### src/rtl/uart_pkg.sv
// uart_pkg: shared FSM encoding and default parameters for the UART transmit arbiter
package uart_pkg;
    typedef enum logic [2:0] {
        IDLE,
        GRANT,
        LAUNCH,
        WAIT_BUSY,
        WAIT_DONE,
        ACK,
        EVAL
    } state_t;
    localparam int NREQ_DEF      = 4;
    localparam int BURST_MAX_DEF = 4;
    localparam int TIMEOUT_DEF   = 15;
endpackage

### src/rtl/rr_pick.sv
// rr_pick: combinational round-robin picker; one-hot winner is the first set req bit above last_winner, with wrap
module rr_pick #(
    parameter int NREQ = 4,
    parameter int IW   = 2
) (
    input  logic [NREQ-1:0] req,
    input  logic [IW-1:0]   last_winner,
    output logic [NREQ-1:0] winner
);
    // Scan lowest priority first so the highest-priority hit overwrites the rest
    always_comb begin
        winner = '0;
        for (int i = NREQ; i >= 1; i--)
            if (req[IW'((int'(last_winner) + i) % NREQ)]) winner = NREQ'(1) << ((int'(last_winner) + i) % NREQ);
    end
endmodule

### src/rtl/uart_tx_arbiter.sv
// uart_tx_arbiter: round-robin sharing of one UART transmitter among byte requesters,
// with bounded bursts and a sticky error when the transmitter fails to start.
module uart_tx_arbiter
    import uart_pkg::*;
#(
    parameter int NREQ      = NREQ_DEF,
    parameter int BURST_MAX = BURST_MAX_DEF,
    parameter int TIMEOUT   = TIMEOUT_DEF
) (
    input  logic              baud_clk,
    input  logic              rst,
    input  logic [NREQ-1:0]   req,
    input  logic [8*NREQ-1:0] req_data,
    input  logic [NREQ-1:0]   req_last,
    output logic [NREQ-1:0]   ack,
    output logic [NREQ-1:0]   grant,
    output logic              tx_start,
    output logic [7:0]        tx_data,
    input  logic              tx_busy,
    output logic              busy,
    output logic              timeout_err,
    input  logic              err_clr
);
    localparam int IW = NREQ > 1 ? $clog2(NREQ) : 1;
    localparam int BW = $clog2(BURST_MAX + 1);
    localparam int TW = $clog2(TIMEOUT + 1);
    state_t          state;
    logic [IW-1:0]   last_winner;
    logic [IW-1:0]   owner;
    logic [BW-1:0]   burst_cnt;
    logic [TW-1:0]   timer;
    logic            last_q;
    logic [NREQ-1:0] winner;
    logic [7:0]      lane [NREQ];
    for (genvar g = 0; g < NREQ; g++) begin : g_lane
        assign lane[g] = req_data[8*g +: 8];
    end
    rr_pick #(.NREQ(NREQ), .IW(IW)) u_rr_pick (
        .req         (req),
        .last_winner (last_winner),
        .winner      (winner)
    );
    always_comb begin
        owner = '0;
        for (int i = 0; i < NREQ; i++)
            if (grant[i]) owner = IW'(i);
    end
    assign busy = |grant;
    always_ff @(posedge baud_clk or posedge rst) begin
        if (rst) begin
            state       <= IDLE;
            grant       <= '0;
            ack         <= '0;
            tx_start    <= 1'b0;
            tx_data     <= 8'h00;
            timeout_err <= 1'b0;
            burst_cnt   <= '0;
            timer       <= '0;
            last_q      <= 1'b0;
            last_winner <= IW'(NREQ - 1);
        end else begin
            // A timeout set later in this block overrides a simultaneous clear
            if (err_clr) timeout_err <= 1'b0;
            case (state)
                IDLE: if (|req) begin
                    grant <= winner;
                    state <= GRANT;
                end
                GRANT: begin
                    tx_data     <= lane[owner];
                    last_q      <= req_last[owner];
                    burst_cnt   <= BW'(1);
                    last_winner <= owner;
                    tx_start    <= 1'b1;
                    state       <= LAUNCH;
                end
                LAUNCH: begin
                    tx_start <= 1'b0;
                    timer    <= '0;
                    state    <= WAIT_BUSY;
                end
                WAIT_BUSY: if (tx_busy) begin
                    state <= WAIT_DONE;
                end else if (timer == TW'(TIMEOUT - 1)) begin
                    timeout_err <= 1'b1;
                    grant       <= '0;
                    state       <= IDLE;
                end else begin
                    timer <= timer + 1'b1;
                end
                WAIT_DONE: if (!tx_busy) begin
                    ack   <= grant;
                    state <= ACK;
                end
                ACK: begin
                    ack   <= '0;
                    state <= EVAL;
                end
                EVAL: if (req[owner] && !last_q && burst_cnt < BW'(BURST_MAX)) begin
                    tx_data   <= lane[owner];
                    last_q    <= req_last[owner];
                    burst_cnt <= burst_cnt + 1'b1;
                    tx_start  <= 1'b1;
                    state     <= LAUNCH;
                end else begin
                    grant <= '0;
                    state <= IDLE;
                end
                default: state <= IDLE;
            endcase
        end
    end
endmodule

### config.mk
export PLATFORM = sky130hd
export DESIGN_NAME = uart_tx_arbiter
export DESIGN_NICKNAME = d
export VERILOG_FILES = /design/src/rtl/uart_pkg.sv /design/src/rtl/rr_pick.sv /design/src/rtl/uart_tx_arbiter.sv
export SDC_FILE = /design/constraint.sdc
export NUM_CORES = 1
export LEC_CHECK = 0
export CORE_AREA = 2 2 80 59
export CTS_BUF_LIST = sky130_fd_sc_hd__clkbuf_4 sky130_fd_sc_hd__clkbuf_8
export DETAILED_ROUTE_END_ITERATION = 12
export DIE_AREA = 0 0 82 61
export PLACE_DENSITY = 0.91
export SYNTH_ARGS = -nofsm -noshare
export SYNTH_HDL_FRONTEND = slang
export SYNTH_SLANG_ARGS = --single-unit
### constraint.sdc
create_clock -name baud_clk -period 5 [get_ports baud_clk]
set_clock_uncertainty 0.1 [all_clocks]
set_input_delay 1 -clock baud_clk [delete_from_list [all_inputs] [get_ports baud_clk]]
set_output_delay 1 -clock baud_clk [all_outputs]
set_load 0.05 [all_outputs]
# After elaboration in Yosys (flattened, before gate mapping)

Index checks and enable logic that the tools add are counted.

Bits of input ports: 44
Logic and storage cells: 122
Bits in registers: 31

Shift-type cells: 4
$lt $le $gt $ge: 7
Reductions and logical operators: 21
Add/sub/neg operators: 6
Equal/unequal tests: 15
Bitwise gates (word level): 5
Muxes and demuxes: 54

Operators by type and width:

| cell                                                | count |
|---|---|
| left shift 1 x 32 -> 4 bit (first input constant)   | 4 |
| 2-to-1 mux 4 bit                                    | 11 |
| 2-to-1 mux 8 bit                                    | 3 |
| case mux 3 bit (7 select lines)                     | 1 |
| 2-to-1 mux 1 bit                                    | 17 |
| binary-select mux 8 bit (select 2 bit)              | 1 |
| < comparator 2 x 4 -> 1 bit (second input constant) | 4 |
| case mux 4 bit (2 select lines)                     | 2 |
| case mux 8 bit (2 select lines)                     | 1 |
| 2-to-1 mux 3 bit                                    | 5 |
| != test 2 bit (second input constant)               | 7 |
| binary-select mux 1 bit (select 2 bit)              | 6 |
| case mux 4 bit (3 select lines)                     | 1 |
| == test 3 bit (second input constant)               | 3 |
| OR reduction 2 bit                                  | 4 |
| OR reduction 4 bit                                  | 2 |
| == test 3 x 2 -> 1 bit (second input constant)      | 2 |
| 2-to-1 mux 2 bit                                    | 3 |
| case mux 3 bit (2 select lines)                     | 1 |
| AND reduction 2 bit                                 | 3 |
| AND reduction 3 bit                                 | 2 |
| nonzero test 2 bit                                  | 3 |
| nonzero test 3 bit                                  | 2 |
| AND reduction 5 bit                                 | 1 |
| other kinds (17)                                    | 23 |

# Logic depth before layout (Yosys ltp)

Word-level depth: 10
Mapped depth: 7
Gate-level depth less buffers: 6

# Cells and area by module

Synthesis repeated with hierarchy kept, for this count alone.

Cells, all modules: 232
Area total of the unflattened synthesis: 2147.1 um^2

Modules (own cells, without submodules):

| module          | area each (um^2) | times used | cells an instance |
|---|---|---|---|
| uart_tx_arbiter | 1765.4           | 1          | 187 |
| rr_pick         | 381.6            | 1          | 45 |

# Worst setup path before layout

Ideal clock, no wire load.

Kind: register to output
From: register grant[1]
To: output busy
Setup slack: 2373 ps
Arrival: 1527 ps
Stages on the path, launching flop included: 5
Cell sequence: dfrtp_1 buf_2 buf_2 nor2_1 nand2_1

Longest elaborated chain between the ends: 1

Ends and longest elaborated chain:

| what                   | line                  | text |
|---|---|---|
| start, declared        | uart_tx_arbiter.sv:16 | `output logic [NREQ-1:0] grant,` |
| start signal, assigned | uart_tx_arbiter.sv:66 | `grant <= winner;` |
| OR reduction 4 bit     | uart_tx_arbiter.sv:48 | `assign busy = \|grant;` |
| end, declared          | uart_tx_arbiter.sv:20 | `output logic busy,` |

No other way between the ends.

# Worst setup path in the final report

From: register grant[2]
To: output busy

Same word-level chain as after synthesis.

==> metrics.yaml <==
cts_setup_buffers: 0
hold_viol: 0
ios: 63
ctsHoldBuffers: 0
avgViaCountPerCell: 5.77
seqCellArea_um2: 778
crit_family: "buffers and inverters"
num_rows: 20
path_clk_slew_ns: 0.06
placed_cells: 328
ys_ff_latch: 31
grt_overflow: 0
yosys_warnings: 0
total_power_mw: 1.81
cts.sinks: 31
place.gp.congestion: 1.05
cp_num_buf_inv: 1
crit_fanout: 24
cp_slowest_cell: "clkdlybuf4s50_1"
grt_pass1_vias: 1785
cp.required_ns: 3.90
ys_seq_area_share_pct: 35.6
wl_per_cell_um: 16.2
fin_tns_setup_ns: 0
netlist_area_um2: 2180
cts.repair.resized: 0
critical_path_class: "flip-flop to primary output"
die_area_um2: 5000
synth_area_per_cell_um2: 9.97
cts_tree: "yes"
ys.flop_type: "dfrtp_1"
htreeDepth: 2
instances_no_fill: 336
wirelength_um: 5450
synth_edf_count: 0
drt_iter0_markers: 139
core_um2: 4200
synth.most_common_cell: "dfrtp_1"
p_leak_nw: 1.23
synth_top_area_share_pct: 33.2
yosys-top-cells-area: "dfrtp_1 33%, mux2_2 10%, mux2i_1 6.0%"
yosys.area.top_type: "dfrtp_1"
nets: 334
layout-drive-gt1-share_pct: 16.0
cts_made_buffers: 5
hold-worst-slack_ns: 0.385
die_x_um: 82
cp-end-kind: "primary output"
port_buffers: 62
p_per_area_nw_per_um2: 619
maxSlewHeadroom_pct: 49.4
arrival_ns: 2.11
vdd_drop_max_mv: 0.397
max_stage_delay_ns: 0.79
root_buffer: "clkbuf_8"
die_y_um: 61
vias: 1939
synthArstFlopShare_pct: 100
drc: 0
period_needed_ns: 3.21
grt_usage_pct: 23.2
rsz0062_at_grt: "no"
synthToLayoutAreaGrowth_pct: 34.0
ant_nets: 0
setup_viol_count_final: 0
min_period_over_period_pct: 64.2
hold_class: "flip-flop to flip-flop"
antenna_found_initial: 0
synth_cell_type_count: 49
syn-num-nets: 273
grt_max_degree: 32
worstPathCellList: "nor2_1, nand2_1, clkdlybuf4s50_1"
maxCapViolations: 0
fmaxAchievable_ghz: 0.312
drv_slew: 0
postSynthCellCount: 219
n_fill_cell: 332
synth_common_cells: "29 x dfrtp_1, 25 x nand2_1, 20 x mux2_2"
cp-start-kind: "flip-flop"
n_antenna_cell: 0
tightestPinTransition_ns: 0.759
fin_util_pct: 69.6
dpl.hpwl_um: 3940
clock_latency_ns: 0.29
multi_input_area_um2: 1310
first_pass_iters: 5
status: "complete, no violations"
grt_pass1_wl_um: 8590
start_util_pct: 51.9
clk_path_buf_depth: 2
-- where the power goes --
group	internal, mW	switching, mW	total [mW]	leakage, nW
Clock	0.116	0.0922	0.208	0.0517
Sequential	0.360	0.169	0.530	0.381
Combinational	0.476	0.595	1.07	0.794
Total	0.953	0.857	1.81	1.23
-- placed cells by master, fill, tap and decap left out, drive strengths merged, types with 7 or more instances in the layout --
| cell | count |
|---|---|
| nor2 | 11 |
| a21oi | 10 |
| o21ai | 18 |
| nand2 | 25 |
| dfrtp | 29 |
| mux2i | 13 |
| ha | 10 |
| clkdlybuf4s50 | 62 |
| clkbuf | 7 |
| mux2 | 20 |
| inv | 12 |
-- worst reg2reg max path: stages (launching register included) --
cell and delay (ns):
dfstp_2 0.67, inv_1 0.20, ha_1 0.43, mux4_1 0.60
and3_4 0.19, a32o_1 0.22, a221o_1 0.27
-- path summary, 6_finish.rpt --
check / start / to / slack [ns] / cells past startpoint
worst max-delay path: grant[2]$_DFFE_PP0P_ / busy / 1.79 / 3
worst min-delay path: burst_cnt[0]$_DFFE_PP0P_ / burst_cnt[0]$_DFFE_PP0P_ / 0.38 / 1
worst max register to register: last_winner[0]$_DFFE_PP1P_ / grant[1]$_DFFE_PP0P_ / 2.21 / 6
worst min register to register: burst_cnt[0]$_DFFE_PP0P_ / burst_cnt[0]$_DFFE_PP0P_ / 0.38 / 1
max in group asynchronous: rst / last_winner[0]$_DFFE_PP1P_ / 3.48 / 3
min in group asynchronous: rst / ack[2]$_DFFE_PP0P_ / 0.98 / 3
-- area by class of cell --
class,count,area share [%]
multi-input combinational,167,44.8
sequential,31,26.6
timing repair buffer,63,21.5
clock buffer,7,3.08
tap,55,2.35
inverter,12,1.54
clock inverter,1,0.171
-- kinds of logic (layout without fill, tap and decap cells) --
family                     after synthesis  after routing  synth area share, %
DFF                                     31             31                 35.6
muxes                                   36             36                 19.5
buffers and inverters                   21             83                 4.30
and+or+nand+nor                         67             67                 17.2
AOI/OAI and AO/OA                       52             52                 16.8
xor gates and xnor gates                 2              2                0.802
adders and majority gates               10             10                 5.73
-- layer usage --
| layer | vias up | global-route usage [%] | wire length [µm] |
|---|---|---|---|
| met4 | 0 | 8.10 | 77 |
| met1 | 905 | 32.1 | 2350 |
| met2 | 96 | 35.5 | 2560 |
| met3 | 7 | 6.40 | 463 |
| met5 | - | 0 | 0 |
| li1 | 931 | - | - |
-- sequential cells by signal, indices dropped and copies added, names as in the netlist --
name	flops
tx_data	8
ack	4
grant	4
timer	4
burst_cnt	3
state	3
last_winner	2
last_q	1
timeout_err	1
tx_start	1
-- stage by stage --
stage | setup slack, ns | instance area [µm²]
floorplan | 2.37 | 2180
global placement | 2.05 | 2830
finish | 1.79 | 2930
global route | 1.64 | 2930
CTS | 1.77 | 2930
detailed placement | 1.98 | 2830
(Power assumes the default switching activity.)
